File: src/rtl/cpu_pkg.sv
// Shared MIPS core definitions used by the pipeline-stage registers:
// exception code width, the "no exception" code, the handler PC and the stage payload.
package cpu_pkg;

  localparam int WORD_W = 32;
  localparam int EXC_W  = 5;

  localparam logic [EXC_W-1:0]  EXC_NONE   = '0;
  localparam logic [WORD_W-1:0] HANDLER_PC = 32'h0000_4180;

  typedef struct packed {
    logic [WORD_W-1:0] instr;
    logic [WORD_W-1:0] pc;
    logic [EXC_W-1:0]  excode;
    logic              bd;
  } stage_payload_t;

  // Bubble entry: carries a PC for EPC bookkeeping but never raises an exception.
  function automatic stage_payload_t make_bubble(input logic [WORD_W-1:0] pc,
                                                 input logic              bd);
    stage_payload_t p;
    p.instr  = '0;
    p.pc     = pc;
    p.excode = EXC_NONE;
    p.bd     = bd;
    return p;
  endfunction

endpackage

File: src/rtl/pipe_skid_buf.sv
// One-entry skid buffer for pipe_stage_reg: holds the entry that arrives while
// the output register is stalled, and drives a registered upstream ready.
module pipe_skid_buf #(
  parameter int W = 1
) (
  input  logic         clk,
  input  logic         reset,
  input  logic         discard,
  input  logic         push,
  input  logic         pop,
  input  logic [W-1:0] in_data,
  output logic [W-1:0] skid_data,
  output logic         skid_full,
  output logic         in_ready
);

  logic [W-1:0] data_q, data_d;
  logic         full_q, full_d;
  logic         ready_q, ready_d;

  always_comb begin
    // NOTE: every always_comb output gets a default first, so no path leaves it unassigned and no latch is inferred.
    data_d = data_q;
    full_d = full_q;
    if (discard) begin
      full_d = 1'b0;
    end else if (push) begin
      data_d = in_data;
      full_d = 1'b1;
    end else if (pop) begin
      full_d = 1'b0;
    end
    // Ready is a flop copy of "skid will be empty", so upstream sees no combinational stall path.
    ready_d = !full_d;
  end

  always_ff @(posedge clk) begin
    // NOTE: state flops use non-blocking assignments so every flop samples the pre-edge values.
    if (reset) begin
      data_q  <= '0;
      full_q  <= 1'b0;
      ready_q <= 1'b1;
    end else begin
      data_q  <= data_d;
      full_q  <= full_d;
      ready_q <= ready_d;
    end
  end

  assign skid_data = data_q;
  assign skid_full = full_q;
  assign in_ready  = ready_q;

endmodule

File: src/rtl/pipe_stage_reg.sv
// Inter-stage pipeline register with valid/ready handshake, optional skid buffer,
// flush/exception bubbles. Define PIPE_STAGE_PERF_EN to add stall/bubble counters.
module pipe_stage_reg #(
  parameter int                INSTR_W    = 32,
  parameter int                PC_W       = 32,
  parameter int                EXC_W      = cpu_pkg::EXC_W,
  parameter logic [PC_W-1:0]   HANDLER_PC = cpu_pkg::HANDLER_PC,
  parameter bit                SKID_EN    = 1'b1
) (
  input  logic               clk,
  input  logic               reset,
  input  logic               in_valid,
  output logic               in_ready,
  input  logic [INSTR_W-1:0] in_instr,
  input  logic [PC_W-1:0]    in_pc,
  input  logic [EXC_W-1:0]   in_excode,
  input  logic               in_bd,
  output logic               out_valid,
  input  logic               out_ready,
  output logic [INSTR_W-1:0] out_instr,
  output logic [PC_W-1:0]    out_pc,
  output logic [EXC_W-1:0]   out_excode,
  output logic               out_bd,
  input  logic               flush,
  input  logic               req
`ifdef PIPE_STAGE_PERF_EN
  ,
  output logic [31:0]        perf_stall_cnt,
  output logic [31:0]        perf_bubble_cnt
`endif
);

  import cpu_pkg::*;

  localparam int PW = INSTR_W + PC_W + EXC_W + 1;

  logic [INSTR_W-1:0] instr_q, instr_d;
  logic [PC_W-1:0]    pc_q, pc_d;
  logic [EXC_W-1:0]   excode_q, excode_d;
  logic               bd_q, bd_d;
  logic               valid_q, valid_d;

  logic [PW-1:0]      in_data;
  logic [PW-1:0]      skid_data;
  logic [INSTR_W-1:0] skid_instr;
  logic [PC_W-1:0]    skid_pc;
  logic [EXC_W-1:0]   skid_excode;
  logic               skid_bd;
  logic               skid_full;
  logic               skid_in_ready;
  logic               skid_push, skid_pop, skid_discard;

  logic               base_ready;
  logic               accept;
  logic               out_load_en;

  assign in_data = {in_instr, in_pc, in_excode, in_bd};
  assign {skid_instr, skid_pc, skid_excode, skid_bd} = skid_data;

  generate
    if (SKID_EN) begin : g_skid
      pipe_skid_buf #(
        .W (PW)
      ) u_skid (
        .clk       (clk),
        .reset     (reset),
        .discard   (skid_discard),
        .push      (skid_push),
        .pop       (skid_pop),
        .in_data   (in_data),
        .skid_data (skid_data),
        .skid_full (skid_full),
        .in_ready  (skid_in_ready)
      );
    end else begin : g_no_skid
      assign skid_data     = '0;
      assign skid_full     = 1'b0;
      assign skid_in_ready = 1'b1;
    end
  endgenerate

  // Redirects own this cycle: nothing from upstream may slip in behind them.
  always_comb begin
    if (SKID_EN) base_ready = skid_in_ready;
    else         base_ready = out_ready || !valid_q;
    in_ready = base_ready && !req && !flush;
  end

  assign accept      = in_valid && in_ready;
  assign out_load_en = !valid_q || out_ready;

  always_comb begin
    instr_d      = instr_q;
    pc_d         = pc_q;
    excode_d     = excode_q;
    bd_d         = bd_q;
    valid_d      = valid_q;
    skid_push    = 1'b0;
    skid_pop     = 1'b0;
    skid_discard = req || flush;

    if (req) begin
      instr_d  = '0;
      pc_d     = HANDLER_PC;
      excode_d = EXC_W'(EXC_NONE);
      bd_d     = 1'b0;
      valid_d  = 1'b0;
    end else if (flush) begin
      // The bubble keeps the PC of the oldest entry that has not yet reached OUT.
      instr_d  = '0;
      excode_d = EXC_W'(EXC_NONE);
      valid_d  = 1'b0;
      pc_d     = skid_full ? skid_pc : in_pc;
      bd_d     = skid_full ? skid_bd : in_bd;
    end else if (out_load_en) begin
      if (skid_full) begin
        instr_d   = skid_instr;
        pc_d      = skid_pc;
        excode_d  = skid_excode;
        bd_d      = skid_bd;
        valid_d   = 1'b1;
        skid_pop  = 1'b1;
        skid_push = accept;
      end else if (accept) begin
        instr_d  = in_instr;
        pc_d     = in_pc;
        excode_d = in_excode;
        bd_d     = in_bd;
        valid_d  = 1'b1;
      end else begin
        valid_d = 1'b0;
      end
    end else begin
      skid_push = accept;
    end
  end

  always_ff @(posedge clk) begin
    if (reset) begin
      // NOTE: payload flops are reset along with valid so no X ever reaches downstream muxes or EPC.
      instr_q  <= '0;
      pc_q     <= '0;
      excode_q <= '0;
      bd_q     <= 1'b0;
      valid_q  <= 1'b0;
    end else begin
      instr_q  <= instr_d;
      pc_q     <= pc_d;
      excode_q <= excode_d;
      bd_q     <= bd_d;
      valid_q  <= valid_d;
    end
  end

  assign out_valid  = valid_q;
  assign out_instr  = instr_q;
  assign out_pc     = pc_q;
  assign out_excode = excode_q;
  assign out_bd     = bd_q;

`ifdef PIPE_STAGE_PERF_EN
  logic [31:0] stall_cnt_q, stall_cnt_d;
  logic [31:0] bubble_cnt_q, bubble_cnt_d;

  // Saturating counters: a wrapped count would read as "no stalls".
  always_comb begin
    stall_cnt_d  = stall_cnt_q;
    bubble_cnt_d = bubble_cnt_q;
    if (valid_q && !out_ready && (stall_cnt_q != '1)) stall_cnt_d = stall_cnt_q + 32'd1;
    if ((req || flush) && (bubble_cnt_q != '1))       bubble_cnt_d = bubble_cnt_q + 32'd1;
  end

  always_ff @(posedge clk) begin
    if (reset) begin
      stall_cnt_q  <= '0;
      bubble_cnt_q <= '0;
    end else begin
      stall_cnt_q  <= stall_cnt_d;
      bubble_cnt_q <= bubble_cnt_d;
    end
  end

  assign perf_stall_cnt  = stall_cnt_q;
  assign perf_bubble_cnt = bubble_cnt_q;
`endif

endmodule

File: config.mk
export PLATFORM = sky130hd
export DESIGN_NAME = pipe_stage_reg
export DESIGN_NICKNAME = d
export VERILOG_FILES = /design/src/rtl/cpu_pkg.sv /design/src/rtl/pipe_skid_buf.sv /design/src/rtl/pipe_stage_reg.sv
export SDC_FILE = /design/constraint.sdc
export NUM_CORES = 1
export LEC_CHECK = 0
export CAP_MARGIN = 20
export CORE_ASPECT_RATIO = 0.8
export CORE_MARGIN = 4
export CORE_UTILIZATION = 55
export CTS_BUF_LIST = sky130_fd_sc_hd__clkbuf_8
export DETAILED_ROUTE_END_ITERATION = 8
export PLACE_DENSITY = 0.88
export REMOVE_ABC_BUFFERS = 1
export SYNTH_ARGS = -nofsm -noshare
export SYNTH_HDL_FRONTEND = slang
export SYNTH_SLANG_ARGS = --single-unit
File: constraint.sdc
create_clock -name clk -period 4.5 [get_ports clk]
set_input_delay 0.9 -clock clk [delete_from_list [all_inputs] [get_ports clk]]
set_output_delay 0.9 -clock clk [all_outputs]
set_load 0.05 [all_outputs]
Yosys cells after proc, flatten, opt, wreduce, memory -nomap -nowiden. Cells that the tools add are included.

Multiplexer cells: 28. Bitwise operators: 1. Reductions and logical operators: 20.

Operators by type and width (count): 2-to-1 mux 32 bit (7); 2-to-1 mux 1 bit (18); 2-to-1 mux 15 bit (1); 2-to-1 mux 5 bit (2); AND reduction 2 bit (4); nonzero test 3 bit (2); zero test 1 bit (4); nonzero test 2 bit (2); nonzero test 4 bit (1); logical AND 1 bit (3); OR reduction 3 bit (1); logical OR 1 bit (2); OR reduction 2 bit (1); NOT 1 bit (1).

Bits in registers: 143. Input bits: 76. Output and inout port bits: 72.

Logic depth before layout (Yosys ltp).
Depth after elaboration: 11. Gate-level depth with buffers: 7.

Modules after synthesis. A second synthesis with hierarchy kept.

Cell total of the unflattened synthesis: 663. Area total of the unflattened synthesis: 6565.0 um2.

Modules (own cells, without submodules): pipe_stage_reg (instances 1, cells an instance 338, area an instance 3342.0 um2, sequential area each 1421.4 um2); pipe_skid_buf (instances 1, cells an instance 325, area an instance 3223.1 um2, sequential area each 1441.4 um2).

Worst setup path before layout. OpenSTA, ideal clock, no wires.

Path kind: input -> output. From: in req. To: out in_ready. Arrival time: 1.899 ns. Data required time: 3.600 ns. Path slack: 1.701 ns. Stages on the path: 3. Cell sequence: or2_1 buf_6 nor2_1.

Word-level cells in the longest chain between the ends: 3.

RTL lines: from (decl) (RTL line pipe_stage_reg.sv:25) `input logic req`; zero test 1 bit (RTL line pipe_stage_reg.sv:86) `in_ready = base_ready && !req && !flush;`; logical AND 1 bit (2 in series) (RTL line pipe_stage_reg.sv:86); to (decl) (RTL line pipe_stage_reg.sv:13) `output logic in_ready,`.

Every way passes these cells.

Final worst setup path. Same ends and word-level chain as after synthesis.

==> summary by stage <==
Clock tree
The number of buffers inserted by post-CTS setup repair is 0. The total clock sinks is 143. Clock-pin slew was measured on the worst setup and hold paths at 0.07 ns. The clock tree buffer depth is 2. The TritonCTS clock tree is done. At the later pin of the worst-skew pair, clock insertion delay measures 0.43 ns. The total of hold buffers inserted after clock tree synthesis is 0. The number of buffers created by CTS is 17. The number of H-tree branching levels is 4. The master cell of the clock root buffer is sky130_fd_sc_hd__clkbuf_8. The number of gates resized after CTS was 0.

Route
The average routed wire per standard cell is 17.2 um. Dividing the detail-routed via count by the number of cells gives 5.69. The detailed-route wire length is 16,500 um. The routed layout has between 5,000 and 6,000 vias. The pre-antenna-repair detailed-routing pass consisted of 5 iterations.

The number of nets with antenna violations after detailed routing is 0. The total DRC errors in the routed layout is 0. In this run, the number of DRC markers left after iteration 0 of detailed routing was 470.

Yosys
The cell count after synthesis came out at 692. The area of the mapped netlist is 6110 um2. The predominant post-synthesis flop cell is sky130_fd_sc_hd__dfxtp_1. After synthesis the netlist holds a flip-flop and latch count of between 100 and 150. The mean cell area of the mapped netlist is 8.83 um2. Counting flops with a built-in enable in the synthesized netlist gives 0.

The sequential fraction of the synthesis area is 0.469. The total of warnings raised by yosys is 0. Of all flip-flops after synthesis, the portion carrying an async set or reset was 0. Synthesis instantiated 30 different standard cells from the library.

Finish
The number of fillers in the final layout is 786. Once layout is done, the placed cells without fillers occupy 7970 um2. The fraction of final layout cells with drive strength greater than 1 is 0.136. The commonest non-fill, non-tap cell in the layout is sky130_fd_sc_hd__nand2_1. The area occupied by multi-input gates is slightly below 3000 um2. The top cell types in the final layout, fill and taps aside, are sky130_fd_sc_hd__nand2_1 (180), sky130_fd_sc_hd__clkdlybuf4s50_1 (146), sky130_fd_sc_hd__dfxtp_1 (142).

The register cell area after layout is approximately 2900 um2. The net total in the final layout is slightly below 900. The number of antenna cells inserted is 0. After the flow finishes, the layout carries non-filler instances totaling 961. From synthesis to final layout, the design area changed by 30.5%. Once layout is complete, the utilization of the core stands at 0.735.

Floorplan
The initial utilization of the core area, before any placement, comes to 0.563. The horizontal extent of the die is 126 um. The die outline area is 12,900 um2. The total area inside the core boundary comes to 10,800 um2. The site row count is 34. The die span in y is 102 um. The I/O pin total is 148.

Global route
The largest net degree at the start of global routing is 79. The first-pass GRT wire length is 26,300 um. The number of global-route vias before repair is 5,475.

The total routing resource utilization after global routing is 0.249. The initial antenna violation count came to 0. The global route total overflow is 0.

Worst setup path
The arrival time reported for the critical path endpoint is around 2.7 ns. The slack of the worst reg-to-reg path is ~1.6 ns. The worst setup path is of the in -> out kind.

Traced cell by cell, the critical path runs through clkdlybuf4s50_1 -> or2_1 -> nor2_1 -> clkdlybuf4s50_1. The critical path endpoint category is an output port. At the worst endpoint, the required time is 3.60 ns.

The kind of start point of the critical path is a primary input. The largest driver fanout on the critical path is 7. The critical path's largest stage delay is 0.81 ns.

The critical path's most frequent cell is sky130_fd_sc_hd__clkdlybuf4s50_1. For this design, the slowest cell found on the critical path is sky130_fd_sc_hd__clkdlybuf4s50_1.

STA
The final clock skew is ~0.01 ns. The final setup violation count is 0. The final clock period utilization by the worst path is 0.800. The actual slew at the worst max-slew pin is just over 1 ns. The relative max-transition margin is 0.314. The number of failing hold endpoints at the final stage came to 0. Setup repair after global routing left no endpoint under its margin. Timing would allow up to 0.278 GHz.

The post-route minimum period is 3.60 ns. The total count of max-transition violations in the final report is 0.

Pwr
IR analysis of the VDD net gives a maximum drop of 229 uV. In this run the static leakage power is 2.70 nW. Dividing total power by cell area gives a power density of 322 nW/um2.

Job
The count of maximum capacitance violations is 0.

Min path
The class of the tightest hold or removal check is reg -> reg.

Placement
Port buffering added around 150 buffers. The total cell area at the placement stage is 7560 um2. At the end of routability-driven placement, the weighted congestion stood at 0.788. The placed cell count is around 930. Summed over all nets, the half-perimeter wirelength after detailed placement is between 10,000 and 15,000 um.

Outcome
The flow ran to the end, and the final reports show no timing, DRC or antenna violations.
## worst max-delay path: cells and delay by family
kind,cells,cell delay [ns]
buffers and inverters,2,1.31
AND/OR/NAND/NOR,2,0.49
## layer usage
metal,vias to the layer above,routed length [um],global-route usage
li1,2652,-,-
met1,2607,7130,0.311
met2,187,8240,0.431
met3,26,820,0.0564
met4,0,298,0.0890
met5,-,0,0
## kinds of logic after synthesis
logic type / share of synthesized area
AND/OR/NAND/NOR: 0.191
AO/OA/AOI/OAI: 0.236
flip-flops: 0.469
buffers and inverters: 0.0500
multiplexers: 0.0541
## stage by stage
stage          TNS, ns  worst slack, ns  hold slack, ns  power [mW]
2_1_floorplan  -119.25            -1.50           0.426        1.45
5_1_grt              0            0.851           0.467        2.66
3_5_place_dp         0            0.920           0.442        1.61
3_3_place_gp         0            0.947           0.437        1.60
4_1_cts              0            0.924           0.453        2.59
6_report             0            0.900           0.453        2.57
## state kept, by name (all words and copies together) (netlist names)
signal,cells
out_instr,32
g_skid.u_skid.skid_data,70
out_valid,1
out_excode,5
g_skid.u_skid.skid_full,1
out_pc,32
g_skid.u_skid.in_ready,1
out_bd,1
## Yosys cell counts, types with 7 or more instances
cell type                  count  area share
sky130_fd_sc_hd__a221oi_2     30       0.074
sky130_fd_sc_hd__buf_2         7      0.0057
sky130_fd_sc_hd__clkbuf_1     45       0.028
sky130_fd_sc_hd__dfxtp_1     143        0.47
sky130_fd_sc_hd__buf_6         7       0.013
sky130_fd_sc_hd__a211oi_1     31       0.038
sky130_fd_sc_hd__a21oi_1      78       0.064
sky130_fd_sc_hd__a21oi_2      30       0.043
sky130_fd_sc_hd__mux2i_1      33       0.054
sky130_fd_sc_hd__a221oi_1      7       0.010
sky130_fd_sc_hd__nor2_1       37       0.023
sky130_fd_sc_hd__and3_1       37       0.038
sky130_fd_sc_hd__nand2_1     180        0.11
## power breakdown
| group | switching [mW] | internal (mW) | total, mW |
|---|---|---|---|
| combinational | 0.168 | 0.118 | 0.286 |
| clock | 0.481 | 0.505 | 0.986 |
| sequential | 0.0123 | 1.28 | 1.29 |
## final cells by class
| type | instances | share of cell area |
|---|---|---|
| well taps | 144 | 0.0226 |
| clock inverters | 14 | 0.0176 |
| flip-flops and latches | 143 | 0.360 |
| repair buffers | 156 | 0.196 |
| clock buffers | 18 | 0.0311 |
| inverters | 1 | 0.000471 |
| multi-input cells | 485 | 0.373 |
## worst paths after layout
path,startpoint,endpoint,cells past startpoint
max,req,in_ready,4
max reg2reg,g_skid.u_skid.skid_full,out_pc[31],5
min reg2reg,g_skid.u_skid.skid_data[41],g_skid.u_skid.skid_data[41],2
min,g_skid.u_skid.skid_data[41],g_skid.u_skid.skid_data[41],2
(Power assumes the default switching activity.)
